===== config.mk =====
export PLATFORM = sky130hd
export DESIGN_NAME = ahbl_i2s_tx
export DESIGN_NICKNAME = d
export VERILOG_FILES = /design/src/rtl/ahbl_i2s_tx.sv
export SDC_FILE = /design/constraint.sdc
export NUM_CORES = 1
export LEC_CHECK = 0
export CAP_MARGIN = 15
export CORE_UTILIZATION = 54
export CTS_CLUSTER_DIAMETER = 150
export CTS_CLUSTER_SIZE = 40
export DETAILED_ROUTE_END_ITERATION = 7
export HOLD_SLACK_MARGIN = 0.12
export PLACE_DENSITY = 0.77
export SYNTH_ARGS = -nofsm -noshare
export SYNTH_HDL_FRONTEND = slang
export SYNTH_SLANG_ARGS = --single-unit

===== constraint.sdc =====
create_clock -name HCLK -period 4.7 [get_ports HCLK]
set_clock_uncertainty 0.05 [all_clocks]
set_input_delay 1.175 -clock HCLK [delete_from_list [all_inputs] [get_ports HCLK]]
set_output_delay 1.175 -clock HCLK [all_outputs]
set_load 0.05 [all_outputs]

===== src/rtl/ahbl_i2s_tx.sv =====
// AHB-Lite I2S transmitter: TX FIFO fed over AHB, SCK/WS generated locally,
// samples shifted out MSB first in standard I2S framing, FIFO-low IRQ.
// Optional build macro I2S_TX_MONO_EN implements CTRL[3] MONO (one word per frame,
// repeated in both slots); without it CTRL[3] reads 0 and every slot pops.
module ahbl_i2s_tx #(
  parameter int DW      = 32,
  parameter int AW      = 4,
  parameter int DIV_RST = 3
) (
  input  logic        HCLK,
  input  logic        HRESETn,
  input  logic [31:0] HADDR,
  input  logic [1:0]  HTRANS,
  input  logic        HWRITE,
  input  logic [2:0]  HSIZE,
  input  logic [31:0] HWDATA,
  input  logic        HSEL,
  input  logic        HREADY,
  output logic [31:0] HRDATA,
  output logic        HREADYOUT,
  output logic        SCK,
  output logic        WS,
  output logic        SD,
  output logic        IRQ
);

  localparam int BW    = $clog2(2 * DW);
  localparam int DEPTH = 2 ** AW;

  typedef enum logic [1:0] {S_IDLE, S_RUN, S_STOP} state_t;

  state_t state_q, state_d;

  logic [7:0]    haddr_d;
  logic          htrans_d, hwrite_d, hsel_d;
  logic          wr_en, rd_en;
  logic          wr_ctrl, wr_txdata, wr_clkdiv, wr_thresh, wr_clear;

  logic          en, irq_en, mono_on;
  logic [7:0]    clkdiv;
  logic [AW:0]   thresh;
  logic          unf, ovf;

  logic [DW-1:0] mem [DEPTH];
  logic [AW:0]   wptr, rptr, level;
  logic          empty, full, flush, push, pop, pop_point;
  logic [DW-1:0] head, word;

  logic [7:0]    div_cnt, div_act;
  logic [BW-1:0] b, b_nx;
  logic [DW-1:0] shreg;
  logic          sck_tick, fall, active, load_l, load_r;
  logic [31:0]   status;

  logic unused_bits;
  assign unused_bits = ^{HADDR[31:8], HTRANS[0], HSIZE};

  assign HREADYOUT = 1'b1;

  // AHB address phase capture
  always_ff @(posedge HCLK or negedge HRESETn) begin
    if (!HRESETn) begin
      haddr_d  <= '0;
      htrans_d <= 1'b0;
      hwrite_d <= 1'b0;
      hsel_d   <= 1'b0;
    end else if (HREADY) begin
      haddr_d  <= HADDR[7:0];
      htrans_d <= HTRANS[1];
      hwrite_d <= HWRITE;
      hsel_d   <= HSEL;
    end
  end

  assign wr_en     = htrans_d & hsel_d & hwrite_d;
  assign rd_en     = htrans_d & hsel_d & ~hwrite_d;
  assign wr_ctrl   = wr_en && (haddr_d == 8'h00);
  assign wr_txdata = wr_en && (haddr_d == 8'h08);
  assign wr_clkdiv = wr_en && (haddr_d == 8'h0C);
  assign wr_thresh = wr_en && (haddr_d == 8'h10);
  assign wr_clear  = wr_en && (haddr_d == 8'h14);

  assign flush = wr_ctrl & HWDATA[2];

  // Control registers and sticky error flags
  always_ff @(posedge HCLK or negedge HRESETn) begin
    if (!HRESETn) begin
      en     <= 1'b0;
      irq_en <= 1'b0;
      clkdiv <= 8'(DIV_RST);
      thresh <= (AW+1)'(2 ** (AW - 1));
      unf    <= 1'b0;
      ovf    <= 1'b0;
    end else begin
      if (wr_ctrl) begin
        en     <= HWDATA[0];
        irq_en <= HWDATA[1];
      end
      if (wr_clkdiv) clkdiv <= HWDATA[7:0];
      if (wr_thresh) thresh <= HWDATA[AW:0];
      if (pop_point && empty)          unf <= 1'b1;
      else if (wr_clear && HWDATA[0])  unf <= 1'b0;
      if (wr_txdata && full)           ovf <= 1'b1;
      else if (wr_clear && HWDATA[1])  ovf <= 1'b0;
    end
  end

`ifdef I2S_TX_MONO_EN
  logic          mono;
  logic [DW-1:0] hold;

  // MONO control bit
  always_ff @(posedge HCLK or negedge HRESETn) begin
    if (!HRESETn)     mono <= 1'b0;
    else if (wr_ctrl) mono <= HWDATA[3];
  end

  // Left-slot word kept for repetition in the right slot
  always_ff @(posedge HCLK or negedge HRESETn) begin
    if (!HRESETn)                hold <= '0;
    else if (active && load_l)   hold <= word;
  end

  assign mono_on = mono;
`else
  assign mono_on = 1'b0;
`endif

  // FIFO storage (no reset needed; validity tracked by pointers)
  always_ff @(posedge HCLK) begin
    if (push) mem[wptr[AW-1:0]] <= HWDATA[DW-1:0];
  end

  assign level = wptr - rptr;
  assign empty = (level == '0);
  assign full  = level[AW];
  assign head  = mem[rptr[AW-1:0]];
  assign push  = wr_txdata & ~full & ~flush;
  assign pop   = pop_point & ~empty;

  // FIFO pointers; flush wins over concurrent push/pop
  always_ff @(posedge HCLK or negedge HRESETn) begin
    if (!HRESETn) begin
      wptr <= '0;
      rptr <= '0;
    end else if (flush) begin
      wptr <= '0;
      rptr <= '0;
    end else begin
      if (push) wptr <= wptr + 1'b1;
      if (pop)  rptr <= rptr + 1'b1;
    end
  end

  assign sck_tick  = (div_cnt == div_act);
  assign fall      = sck_tick & SCK;
  assign b_nx      = (b == BW'(2 * DW - 1)) ? '0 : b + 1'b1;
  assign load_l    = fall && (b_nx == BW'(1));
  assign load_r    = fall && (b_nx == BW'(DW + 1));
  assign active    = (state_q != S_IDLE) && (state_d != S_IDLE);
  assign pop_point = active & (load_l | (load_r & ~mono_on));

  // Word entering the shift register at a slot start
  always_comb begin
    word = empty ? '0 : head;
`ifdef I2S_TX_MONO_EN
    if (load_r && mono) word = hold;
`endif
  end

  // State register
  always_ff @(posedge HCLK or negedge HRESETn) begin
    if (!HRESETn) state_q <= S_IDLE;
    else          state_q <= state_d;
  end

  // Next-state logic; a stop completes once the frame's trailing LSB period ends
  always_comb begin
    state_d = state_q;
    case (state_q)
      S_IDLE: if (en) state_d = S_RUN;
      S_RUN:  if (!en) state_d = S_STOP;
      S_STOP: begin
        if (en)                        state_d = S_RUN;
        else if (fall && (b == '0))    state_d = S_IDLE;
      end
      default: state_d = S_IDLE;
    endcase
  end

  // Bit clock divider, frame counter and serialiser
  always_ff @(posedge HCLK or negedge HRESETn) begin
    if (!HRESETn) begin
      div_cnt <= '0;
      div_act <= 8'(DIV_RST);
      b       <= '0;
      shreg   <= '0;
      SCK     <= 1'b0;
      WS      <= 1'b0;
      SD      <= 1'b0;
    end else if (!active) begin
      div_cnt <= '0;
      div_act <= clkdiv;
      b       <= '0;
      shreg   <= '0;
      SCK     <= 1'b0;
      WS      <= 1'b0;
      SD      <= 1'b0;
    end else begin
      if (sck_tick) begin
        div_cnt <= '0;
        div_act <= clkdiv;
        SCK     <= ~SCK;
      end else begin
        div_cnt <= div_cnt + 1'b1;
      end
      if (fall) begin
        b  <= b_nx;
        WS <= (b_nx >= BW'(DW));
        if (load_l || load_r) begin
          shreg <= word;
          SD    <= word[DW-1];
        end else begin
          shreg <= shreg << 1;
          SD    <= shreg[DW-2];
        end
      end
    end
  end

  // FIFO-low interrupt, registered
  always_ff @(posedge HCLK or negedge HRESETn) begin
    if (!HRESETn) IRQ <= 1'b0;
    else          IRQ <= irq_en & (level <= thresh);
  end

  // STATUS word assembly
  always_comb begin
    status           = '0;
    status[0]        = empty;
    status[1]        = full;
    status[2]        = unf;
    status[3]        = ovf;
    status[8 +: AW+1] = level;
  end

  // Read data mux from the registered address
  always_comb begin
    HRDATA = '0;
    if (rd_en) begin
      case (haddr_d)
        8'h00:   HRDATA = {28'd0, mono_on, 1'b0, irq_en, en};
        8'h04:   HRDATA = status;
        8'h08:   HRDATA = '0;
        8'h0C:   HRDATA = {24'd0, clkdiv};
        8'h10:   HRDATA = 32'(thresh);
        8'h14:   HRDATA = '0;
        default: HRDATA = 32'hBADDBEEF;
      endcase
    end
  end

endmodule


==> results.json <==
{
  "status": "finished, final reports clean",
  "antenna_left": 0,
  "crit_path_top_delay_cell": "dfrtp_1",
  "drv_slew": 0,
  "end_kind": "output pin",
  "maxCapViolations": 0,
  "synthXorXnorAreaFrac_pct": 0.786,
  "crit_type": "flop to output pin",
  "start_kind": "flop",
  "path_max_fanout": 13,
  "clockRootBuffer": "clkbuf_16",
  "arrival_ns": 3.21,
  "yosysTopAreaCell": "edfxtp_1",
  "cts_buffers": 19,
  "n_fill_cell": 3234,
  "tns_ns": 0,
  "htreeDepth": 1,
  "track_usage_pct": 21.7,
  "max-vdd-ir-drop_v": 0.000317,
  "setup_violations": 0,
  "synth_top_family_by_area": "multiplexers",
  "dominantRegCellSynth": "edfxtp_1",
  "core_area_um2": 44500,
  "slew_headroom_pct": 27.6,
  "synth_simple_gate_area_share_pct": 5.36,
  "final_area_um2": 26600,
  "synthCells": 1412,
  "rsz0062_at_grt": "no",
  "grt_pass1_wl_mm": 76.3,
  "ys_top_cells_by_area": "edfxtp_1, mux4_2, dfrtp_1",
  "start_util_pct": 55.1,
  "die_w_um": 215,
  "seq_area_frac_synth_pct": 72.6,
  "post_synth_mux_area_share_pct": 13.4,
  "place_congestion": 0.812,
  "cts-hold-fix-buffers": 0,
  "ys_seq_elements": 609,
  "die_h_um": 215,
  "fmax_ghz": 0.225,
  "synthAdderAreaFrac_pct": 0.949,
  "drc": 0,
  "wl_per_cell_um": 23.9,
  "hold_violations": 0,
  "cts_tree": "done",
  "final_cell_mix": "edfxtp_1, nand2_1, mux4_2, dfrtp_1, a21oi_1",
  "min_period_ns": 4.44,
  "worst-slew-pin-transition_ns": 1.08,
  "antenna_found_initial": 0,
  "via_per_inst": 6.12,
  "synth.distinct_cells": 60,
  "async_reset_ff_share_pct": 15.9,
  "synth_top_area_share_pct": 62.7,
  "p_leak_nw": 8.81,
  "grt_max_degree": 80,
  "path_delay_family": "flip-flops",
  "rows": 77,
  "dpl.hpwl_mm": 26.9,
  "yosys_warnings": 0,
  "fin_crit_sh_pct": 94.4,
  "dieArea_um2": 46300,
  "synth_compound_area_share_pct": 4.55,
  "path_buf_inv": 1,
  "clk_pin_slew_ns": 0.15,
  "portBuffers": 75,
  "drt_iter0_drc": 1573,
  "vias": 12600,
  "area_delta_synth_final_pct": 8.70,
  "diodes": 0,
  "critPathRequiredTime_ns": 3.47,
  "syn_avg_cell_area_um2": 17.4,
  "max_stage_delay_ns": 0.71,
  "syn-cell-area_um2": 24500,
  "grt_pass1_vias": 13100,
  "insertion_delay_ns": 0.58,
  "clock_path_buffers": 3,
  "worstPathCellList": "ha_1, a21o_1, a31oi_1, xor2_1, and3_2, a21oi_1, o21ai_1, buf_12",
  "finalNetCount": 1543,
  "cts.sinks": 609,
  "min_path_type": "flop to flop",
  "seq_area_um2": 17800,
  "layout_commonest_cell": "edfxtp_1",
  "pin_count": 111,
  "multiInputGateArea_um2": 6300,
  "hold_ws_ns": 0.440,
  "p_per_area_nw_per_um2": 452,
  "place_area_um2": 26000,
  "synth-edff-count": 512,
  "drive_above_1_share_pct": 17.8,
  "routed_wl_mm": 49.1,
  "utilization_pct": 59.9,
  "first_pass_iters": 5,
  "grt_remaining_overflow": 0
}
[what timing repair did]
| action | in CTS | in global routing |
|---|---|---|
| setup buffers | 0 | 0 |
| endpoints found under the setup margin | 0 | 3 |
| gates resized for setup | 0 | 3 |
[state kept, by name, summed over array words and instances, names as in the netlist]
| signal | cells |
|---|---|
| rptr | 5 |
| shreg | 31 |
| ovf | 1 |
| irq_en | 1 |
| b | 6 |
| thresh | 5 |
| mem | 512 |
| unf | 1 |
| IRQ | 1 |
| hwrite_d | 1 |
| state_q | 2 |
| wptr | 5 |
| haddr_d | 8 |
| en | 1 |
| hsel_d | 1 |
| clkdiv | 8 |
| SCK | 1 |
| htrans_d | 1 |
| SD | 1 |
| WS | 1 |
| div_act | 8 |
| div_cnt | 8 |
[synthesized netlist by cell type, types with 4 or more instances]
| cell type | n |
|---|---|
| nor3_1 | 8 |
| nand4_1 | 7 |
| and3_1 | 7 |
| edfxtp_1 | 512 |
| ha_1 | 17 |
| nand2b_1 | 4 |
| mux2_2 | 33 |
| a22oi_1 | 33 |
| a31oi_1 | 7 |
| a21oi_1 | 72 |
| buf_4 | 19 |
| nand2_1 | 184 |
| buf_1 | 10 |
| xnor2_1 | 13 |
| nor2_1 | 40 |
| nand3b_1 | 4 |
| xor2_1 | 9 |
| o21ai_1 | 7 |
| mux4_2 | 129 |
| dfrtp_1 | 92 |
| o31ai_1 | 8 |
| buf_2 | 22 |
| inv_1 | 27 |
| dfstp_2 | 5 |
| clkbuf_1 | 37 |
| nand3_1 | 14 |
| o21ai_0 | 46 |
[report_power, final]
part           total [W]  internal (W)  switching [W]  leakage, nW
Clock            0.00233      0.000827        0.00150        0.272
Sequential       0.00616       0.00602       0.000142         5.82
Combinational    0.00357       0.00154        0.00203         2.72
[per-layer routing]
metal | part of all wire, % | track usage [%] | vias to the layer above
li1 | - | - | 5491
met5 | 0 | 0 | -
met4 | 2.2 | 5.25 | 0
met1 | 41 | 30.0 | 6530
met2 | 50 | 37.2 | 483
met3 | 6.6 | 2.45 | 75
[area by class of cell]
type	count	area share, %
Inverter	27	0.394
Clock inverter	1	0.113
Clock buffer	32	2.05
Multi-Input combinational cell	689	23.7
Sequential cell	609	66.9
Tap cell	592	2.78
Timing Repair Buffer	105	4.14
[worst paths after layout]
kind | to | from | slack (ns) | depth (start not counted)
hold reg to reg | state_q[0] | state_q[1] | 0.44 | 1
setup / recovery | HRDATA[0] | wptr[2] | 0.26 | 8
setup reg to reg | mem[15][5] | wptr[0] | 1.06 | 10
min in group asynchronous | haddr_d[7] | HRESETn | 0.47 | 1
max in group asynchronous | clkdiv[1] | HRESETn | 3.13 | 3
hold / removal | state_q[0] | state_q[1] | 0.44 | 1
[stage by stage]
step                total power (W)  setup WS [ns]  std cells
global route                 0.0126         0.0239       2055
detailed placement          0.00988          0.695       2021
floorplan                   0.00900          0.166       1417
global placement            0.00977          0.724       2021
finish                       0.0121          0.264       2055
CTS                          0.0121         0.0565       2054
[logic make-up after synthesis]
logic type               after synthesis
AO/OA/AOI/OAI                        186
XOR/XNOR                              22
adder cells (fa/ha/maj)               18
buffers and inverters                119
flip-flops                           609
multiplexers                         162
other                                  2
AND/OR/NAND/NOR                      294
No activity file was read; power rests on OpenSTA's default activity.
